--- config.mk ---
export PLATFORM = sky130hd
export DESIGN_NAME = kb_scan_sequencer
export DESIGN_NICKNAME = d
export VERILOG_FILES = /design/src/rtl/kb_scan_sequencer.sv
export SDC_FILE = /design/constraint.sdc
export NUM_CORES = 1
export LEC_CHECK = 0
export CORE_MARGIN = 2
export CORE_UTILIZATION = 29
export DETAILED_ROUTE_END_ITERATION = 16
export PLACE_DENSITY_LB_ADDON = 0.15
export SLEW_MARGIN = 20
export SYNTH_ARGS = -nofsm -noshare
export SYNTH_HDL_FRONTEND = slang
export SYNTH_SLANG_ARGS = --single-unit
--- constraint.sdc ---
create_clock -name CLK -period 4.8 [get_ports CLK]
set_input_delay 0.48 -clock CLK [delete_from_list [all_inputs] [get_ports CLK]]
set_output_delay 0.48 -clock CLK [all_outputs]
set_load 0.03 [all_outputs]
--- src/rtl/kb_scan_sequencer.sv ---
// PS/2 keyboard receive sequencer: frame deserializer, make/break/E0
// protocol tracker and a small event FIFO with valid/ready handshake.
module kb_scan_sequencer #(
  parameter int TIMEOUT_CYC = 2000,
  parameter int FIFO_DEPTH  = 4
) (
  input  logic       CLK,
  input  logic       ARST_L,
  input  logic       SCLK_S,
  input  logic       SDATA_S,
  input  logic       EVT_READY,
  output logic       EVT_VALID,
  output logic [7:0] EVT_CODE,
  output logic       EVT_EXT,
  output logic       EVT_BREAK,
  output logic       FRAME_ERR,
  output logic [7:0] ERR_CNT,
  output logic       FIFO_OVF
);

  localparam int TW = $clog2(TIMEOUT_CYC);
  localparam int PW = $clog2(FIFO_DEPTH);
  localparam int CW = PW + 1;

  typedef enum logic [1:0] {
    F_IDLE, F_DATA, F_PAR, F_STOP
  } fst_t;

  // bit0 = E0 seen, bit1 = F0 seen
  typedef enum logic [1:0] {
    C_NORM   = 2'b00,
    C_EXT    = 2'b01,
    C_BRK    = 2'b10,
    C_EXTBRK = 2'b11
  } cst_t;

  fst_t          r_fst, w_fst_nx;
  cst_t          r_cst, w_cst_nx;
  logic          r_prev_sclk;
  logic [2:0]    r_bitcnt;
  logic [7:0]    r_shift;
  logic          r_par;
  logic [TW-1:0] r_tcnt;
  logic          r_byte_ok;
  logic [7:0]    r_byte;
  logic          r_frame_err;
  logic [7:0]    r_err_cnt;
  logic [9:0]    r_mem [FIFO_DEPTH];
  logic [PW-1:0] r_wp, r_rp;
  logic [CW-1:0] r_cnt;
  logic          r_ovf;

  logic       w_fall, w_tout, w_ok, w_bad;
  logic       w_emit, w_drop;
  logic       w_is_e0, w_is_f0, w_is_nul;
  logic       w_pop, w_full, w_push;
  logic [8:0] w_err_sum;
  logic [9:0] w_head;

  assign w_fall = r_prev_sclk & ~SCLK_S;
  assign w_tout = (r_fst != F_IDLE) && !w_fall &&
                  (r_tcnt == TW'(TIMEOUT_CYC - 1));

  always_comb begin
    w_fst_nx = r_fst;
    w_ok     = 1'b0;
    w_bad    = 1'b0;
    if (w_tout) begin
      w_fst_nx = F_IDLE;
      w_bad    = 1'b1;
    end else if (w_fall) begin
      unique case (r_fst)
        F_IDLE: if (!SDATA_S) w_fst_nx = F_DATA;
        F_DATA: if (r_bitcnt == 3'd7) w_fst_nx = F_PAR;
        F_PAR:  w_fst_nx = F_STOP;
        F_STOP: begin
          w_fst_nx = F_IDLE;
          if (SDATA_S && (^{r_shift, r_par})) w_ok = 1'b1;
          else w_bad = 1'b1;
        end
        default: w_fst_nx = F_IDLE;
      endcase
    end
  end

  always_ff @(posedge CLK or negedge ARST_L) begin
    if (!ARST_L) begin
      r_fst       <= F_IDLE;
      r_prev_sclk <= 1'b1;
      r_bitcnt    <= '0;
      r_shift     <= '0;
      r_par       <= 1'b0;
      r_tcnt      <= '0;
      r_byte_ok   <= 1'b0;
      r_byte      <= '0;
      r_frame_err <= 1'b0;
    end else begin
      r_fst       <= w_fst_nx;
      r_prev_sclk <= SCLK_S;
      r_byte_ok   <= w_ok;
      r_frame_err <= w_bad;
      if (w_ok) r_byte <= r_shift;
      if (w_fall || r_fst == F_IDLE) r_tcnt <= '0;
      else r_tcnt <= r_tcnt + 1'b1;
      if (w_fall && r_fst == F_IDLE) r_bitcnt <= '0;
      if (w_fall && r_fst == F_DATA) begin
        r_shift  <= {SDATA_S, r_shift[7:1]};
        r_bitcnt <= r_bitcnt + 3'd1;
      end
      if (w_fall && r_fst == F_PAR) r_par <= SDATA_S;
    end
  end

  assign w_is_e0  = (r_byte == 8'hE0);
  assign w_is_f0  = (r_byte == 8'hF0);
  assign w_is_nul = (r_byte == 8'h00) || (r_byte == 8'hFF);

  always_comb begin
    w_cst_nx = r_cst;
    w_emit   = 1'b0;
    w_drop   = 1'b0;
    if (r_frame_err) begin
      w_cst_nx = C_NORM;
    end else if (r_byte_ok) begin
      unique case (1'b1)
        w_is_e0: w_cst_nx = cst_t'({r_cst[1], 1'b1});
        w_is_f0: w_cst_nx = cst_t'({1'b1, r_cst[0]});
        default: begin
          w_cst_nx = C_NORM;
          if (r_cst == C_NORM && w_is_nul) w_drop = 1'b1;
          else w_emit = 1'b1;
        end
      endcase
    end
  end

  // A frame abort and a dropped byte never share a cycle, but sum anyway
  assign w_err_sum = {1'b0, r_err_cnt} + 9'(w_bad) + 9'(w_drop);

  assign w_full = (r_cnt == CW'(FIFO_DEPTH));
  assign w_pop  = (r_cnt != '0) && EVT_READY;
  assign w_push = w_emit && (!w_full || w_pop);

  always_ff @(posedge CLK or negedge ARST_L) begin
    if (!ARST_L) begin
      r_cst     <= C_NORM;
      r_err_cnt <= '0;
      r_wp      <= '0;
      r_rp      <= '0;
      r_cnt     <= '0;
      r_ovf     <= 1'b0;
      for (int i = 0; i < FIFO_DEPTH; i++) r_mem[i] <= '0;
    end else begin
      r_cst     <= w_cst_nx;
      r_err_cnt <= w_err_sum[8] ? 8'hFF : w_err_sum[7:0];
      if (w_push) begin
        r_mem[r_wp] <= {r_cst[1], r_cst[0], r_byte};
        r_wp        <= r_wp + 1'b1;
      end
      if (w_pop) r_rp <= r_rp + 1'b1;
      r_cnt <= r_cnt + CW'(w_push) - CW'(w_pop);
      if (w_emit && !w_push) r_ovf <= 1'b1;
    end
  end

  assign w_head    = r_mem[r_rp];
  assign EVT_VALID = (r_cnt != '0);
  assign EVT_CODE  = w_head[7:0];
  assign EVT_EXT   = w_head[8];
  assign EVT_BREAK = w_head[9];
  assign FRAME_ERR = r_frame_err;
  assign ERR_CNT   = r_err_cnt;
  assign FIFO_OVF  = r_ovf;

endmodule

==> results of run 1 <==
final cells by class:
cell class / instances / area, um^2 / area share, %
flip-flops and latches: 94 / 2350 / 46.4
multi-input cells: 200 / 1910 / 37.7
repair buffers: 26 / 255 / 5.03
clock buffers: 10 / 239 / 4.71
well taps: 184 / 230 / 4.54
inverters: 12 / 45.0 / 0.888
clock inverters: 5 / 36.3 / 0.716
stage by stage:
step	hold WS, ns	total power (W)	area [um^2]	worst slack, ns
detailed placement	0.448	0.00169	4790	1.13
global placement	0.443	0.00169	4790	1.17
CTS	0.203	0.00238	5070	1.49
finish	0.177	0.00232	5070	1.52
global route	0.235	0.00249	5070	1.27
floorplan	0.184	0.00151	4330	1.83
routing by layer:
metal  up-vias  part of all wire, %
met2        30                   47
li1       1168                    -
met5         -                    0
met1      1271                   48
met4         0                  1.5
met3         9                  3.8
sequential cells by signal, summed over array words and instances (netlist names):
register     count
FIFO_OVF         1
r_mem           40
r_fst            2
r_byte_ok        1
r_cnt            3
FRAME_ERR        1
r_wp             2
r_byte           8
r_bitcnt         3
ERR_CNT          8
r_par            1
r_cst            2
r_shift          8
r_tcnt          11
r_rp             2
r_prev_sclk      1
cell families after synthesis:
logic type / Yosys count
flip-flops: 94
AO/OA/AOI/OAI: 17
multiplexers: 70
buffers and inverters: 17
adder cells (fa/ha/maj): 16
XOR/XNOR: 24
AND/OR/NAND/NOR: 73
path summary, 6_finish.rpt:
check                           from    endpoint  slack [ns]  cells past startpoint
setup / recovery              SCLK_S  ERR_CNT[7]        1.52                     11
hold / removal                ARST_L    r_mem[5]        0.18                      1
setup reg to reg           r_byte[4]  ERR_CNT[4]        1.57                     10
hold reg to reg            r_tcnt[0]   r_tcnt[0]        0.45                      1
max in group asynchronous     ARST_L  r_shift[1]        3.60                      2
min in group CLK           r_tcnt[0]   r_tcnt[0]        0.45                      1
cell usage in the layout, fill, tap and decap left out, drive strengths merged, types with 4 or more instances in the layout:
cell type	Yosys	final
ha	14	14
o21ai	4	4
mux4	10	10
nand2	13	13
clkbuf	4	10
clkdlybuf4s50	0	24
nor2	19	19
inv	12	12
and3	9	9
nand2b	4	4
xnor2	16	16
nand3	9	9
mux2	59	59
a21oi	4	4
dfrtp	93	93
xor2	7	7
worst max-delay path, stage by stage:
cell and delay (ns):
clkdlybuf4s50_1 0.43, nor2b_1 0.47, or2_2 0.36, nor4bb_1 0.11, a31o_2 0.24, fa_1 0.41, ha_1 0.23, and3_1 0.19
and2_1 0.20, nand2b_1 0.15, mux2_2 0.25
report_power, final:
part           switching [W]  total (W)  internal [W]  leakage [nW]
clock network       0.000305   0.000667      0.000362         0.127
logic               0.000285   0.000585      0.000300         0.959
registers           0.000171    0.00107      0.000901          1.28
total               0.000760    0.00232       0.00156          2.37
==> results_dict.tcl, run 1 <==
set metrics [dict create \
    nets 364 \
    numCtsBuffers 9 \
    start_util_pct 29.8 \
    yosys.area.top_type "dfrtp_1" \
    grt_pass1_wl_um 13900 \
    cp-end-kind "flip-flop" \
    cts.sinks 94 \
    maxSlewViolCount 0 \
    start_kind "input pin" \
    setup_violations 0 \
    synth_top_family_by_area "multiplexers" \
    pwr_density_cell_mw_per_mm2 458 \
    top_usage_layer "met2" \
    dieArea_mm2 0.0159 \
    via_per_inst 4.67 \
    peakVddDrop_uv 181 \
    required_ns 5.03 \
    fillers 1436 \
    synth.ff_latch_count 94 \
    cp_max_fo 12 \
    synth_top_area_share_pct 53.8 \
    yosysWarnings 0 \
    synth_fa_ha_area_share_pct 4.97 \
    routed_wl_um 8150 \
    ctsResizeCount 0 \
    grt_remaining_overflow 0 \
    root_buffer "clkbuf_16" \
    holdBufCountCts 0 \
    max_clock_freq_mhz 305 \
    drive_above_1_share_pct 28.8 \
    finalCriticalPeriod_ns 3.28 \
    yosysMostFrequentCell "dfrtp_1" \
    finalSetupTns_ns 0 \
    period_share_pct 68.4 \
    synthMuxAreaShare_pct 21.0 \
    wl_per_cell_um 15.3 \
    synth-edff-count 0 \
    vias 2478 \
    crit_type "in -> reg" \
    worst_pin_slew_ns 0.759 \
    synth_area_mm2 0.00433 \
    grtUsageMet2_pct 17.7 \
    rsz0062_at_grt "false" \
    status "finished, final reports clean" \
    tritoncts "built" \
    grt_usage_pct 11.3 \
    ys_top_cells_by_area "dfrtp_1 (54%), mux2_2 (15%), mux4_2 (5.2%), ha_1 (4.0%), xnor2_1 (3.2%)" \
    post_synth_and_or_nand_nor_area_fraction_pct 10.1 \
    cts.path.max_buffers 2 \
    min_path_type "in -> async" \
    slew_headroom_pct 49.4 \
    clock_latency_ns 0.35 \
    antenna_found_initial 0 \
    ys_seq_area_share_pct 54.4 \
    rows 44 \
    fin_util_pct 34.9 \
    grt_use_met3_pct 3.99 \
    syn-instance-count 311 \
    dp_hpwl_um 5450 \
    skew_ns 0.0106 \
    grtUsageMet1_pct 14.6 \
    synthTopCellsByCount "dfrtp_1 (93), mux2_2 (56), xnor2_1 (16)" \
    die_w_um 126 \
    syn2layout_area_growth_pct 17.1 \
    grt_pass1_vias 2617 \
    arrival_ns 3.52 \
    async_flop_share_pct 100 \
    n_antenna_cell 0 \
    cts.reportedPaths.clkPinSlew_ns 0.07 \
    ys.flop_type "dfrtp_1" \
    pin_count 26 \
    synth_compound_area_share_pct 2.98 \
    p_leak_nw 2.37 \
    ys_types 44 \
    layout.cells.non_filler 531 \
    numPlacedInstances 516 \
    drt-pass1-iter-count 4 \
    drtIter0Drc 41 \
    core_mm2 0.0145 \
    h-tree-depth 3 \
    die_y_um 126 \
    portBuffers 25 \
    syn-num-nets 332 \
    drc 0 \
    post_cts_buffers 0 \
    synth_xor_area_share_pct 5.17 \
    grt_start_max_net_pins 54 \
    syn_area_per_cell_um2 13.9 \
    hold_violations 0 \
    cap_violations 0 \
    gp_congestion 0.769 \
    antenna_left 0 \
]
Power figures use the tool's default switching activity.
==> inputs of run 2 (changes only) <==
==> constraint.sdc (replaced) <==
create_clock -name CLK -period 2.8 [get_ports CLK]
set_input_delay 0.28 -clock CLK [delete_from_list [all_inputs] [get_ports CLK]]
set_output_delay 0.28 -clock CLK [all_outputs]
set_load 0.03 [all_outputs]
==> run 2 against run 1 <==
The run now ends with setup timing left. Clock power increased by 83%. Combinational power increased by 140%. Register-to-register slack got worse by 1.6 ns.
==> results_dict.tcl, run 2 (synthesis gave the netlist of run 1 again) <==
set metrics [dict create \
    drc 0 \
    wl_per_cell_um 14.6 \
    core_mm2 0.0145 \
    gp_congestion 0.779 \
    skew_ns 0.00447 \
    rows 44 \
    setup_violations 1 \
    n_antenna_cell 0 \
    top_regs "r_mem (40), r_tcnt (11)" \
    portBuffers 25 \
    hold_violations 0 \
    worst_slack_ns -0.0487 \
    final_common_cell "dfrtp_1" \
    h-tree-depth 3 \
    grt_remaining_overflow 0 \
    antenna_found_initial 0 \
    required_ns 3.03 \
    peakVddDrop_uv 294 \
    pre_cts_slack_ns -0.0458 \
    die_y_um 126 \
    drive_above_1_share_pct 36.4 \
    pin_count 26 \
    violations "setup timing" \
    grt_pass1_vias 2739 \
    syn2layout_area_growth_pct 24.4 \
    max_clock_freq_mhz 351 \
    cp-end-kind "flip-flop" \
    clock_latency_ns 0.34 \
    period_share_pct 102 \
    arrival_ns 3.08 \
    grt_pass1_wl_um 14200 \
    cts.sinks 94 \
    start_util_pct 29.8 \
    drtIter0Drc 115 \
    numCtsBuffers 9 \
    dp_hpwl_um 5620 \
    grt_start_max_net_pins 50 \
    slew_headroom_pct 57.0 \
    die_w_um 126 \
    top_register "r_mem" \
    root_buffer "clkbuf_16" \
    maxSlewViolCount 0 \
    fin_util_pct 37.1 \
    routed_wl_um 8170 \
    min_path_type "in -> reg" \
    finalSetupTns_ns -0.0487 \
    cts.path.max_buffers 2 \
    crit_type "reg -> reg" \
    numPlacedInstances 540 \
    grt_usage_pct 11.4 \
    drt-pass1-iter-count 4 \
    vias 2514 \
    largest_reg_flops 40 \
    dieArea_mm2 0.0159 \
    most-common-layout-cells "dfrtp_1 (92), mux2_2 (56), buf_4 (26), clkdlybuf4s50_1 (24), nor2_1 (15)" \
    p_leak_nw 2.54 \
    finalCriticalPeriod_ns 2.85 \
    start_kind "flip-flop" \
    via_per_inst 4.51 \
    cts.reportedPaths.clkPinSlew_ns 0.06 \
    nets 391 \
    hold_ws_ns 0.373 \
    pwr_density_cell_mw_per_mm2 824 \
    layout.cells.non_filler 558 \
    tritoncts "built" \
    cap_violations 0 \
    antenna_left 0 \
    worst_pin_slew_ns 0.645 \
    cp_max_fo 4 \
    status "finished with violations" \
    rsz0062_at_grt "true" \
]
-- run 2: what timing repair did --
item                       CTS  global route
pin swaps                    1             6
hold endpoints to repair    47             0
setup buffers                0             2
hold buffers                 1             0
resized for setup            0             9
setup endpoints to repair    2             9
-- run 2: worst paths after layout --
kind                            cells after the start        from  slack (ns)          end
worst max-delay path                               11  r_shift[6]       -0.05   ERR_CNT[7]
worst min-delay path                                1      SCLK_S        0.37  r_prev_sclk
worst max register to register                     11  r_shift[6]       -0.05   ERR_CNT[7]
worst min register to register                      1   r_tcnt[0]        0.45    r_tcnt[0]
max in group asynchronous                           3      ARST_L        1.62     r_cnt[0]
min in group asynchronous                           2      ARST_L        0.51    r_byte[6]
-- run 2: worst max-delay path, stage by stage (launching register included) --
cell and delay (ns):
dfrtp_1 0.39, xnor2_1 0.15, xnor3_1 0.45, xnor2_2 0.17, nand2_1 0.08, a31o_4 0.23, fa_2 0.38, ha_4 0.17
and3_4 0.17, and2_4 0.16, nand2b_1 0.13, mux2_2 0.25
-- run 2: through the flow --
| step | area, um^2 | total power [W] |
|---|---|---|
| 4_1_cts | 5330 | 0.00447 |
| 3_3_place_gp | 5030 | 0.00320 |
| 5_1_grt | 5390 | 0.00474 |
| 3_5_place_dp | 5030 | 0.00322 |
| 6_report | 5390 | 0.00444 |
| 2_1_floorplan | 4360 | 0.00265 |
-- run 2: routing by layer --
layer,track usage (%),wire (um)
met5,0,0
met4,3.30,102
met3,3.87,269
met2,18.3,3960
met1,14.7,3830
-- run 2: area by class of cell --
cell class	count	area, um^2
Clock buffer	12	246
Clock inverter	3	45.0
Fill cell	1429	9150
Inverter	12	45.0
Multi-Input combinational cell	200	1980
Sequential cell	94	2350
Tap cell	184	230
Timing Repair Buffer	53	485
-- run 2: power by group --
group / switching [W] / internal, W / leakage, nW
sequential: 0.000239 / 0.00155 / 1.28
clock: 0.000512 / 0.000712 / 0.135
combinational: 0.000627 / 0.000797 / 1.12
total: 0.00138 / 0.00306 / 2.54
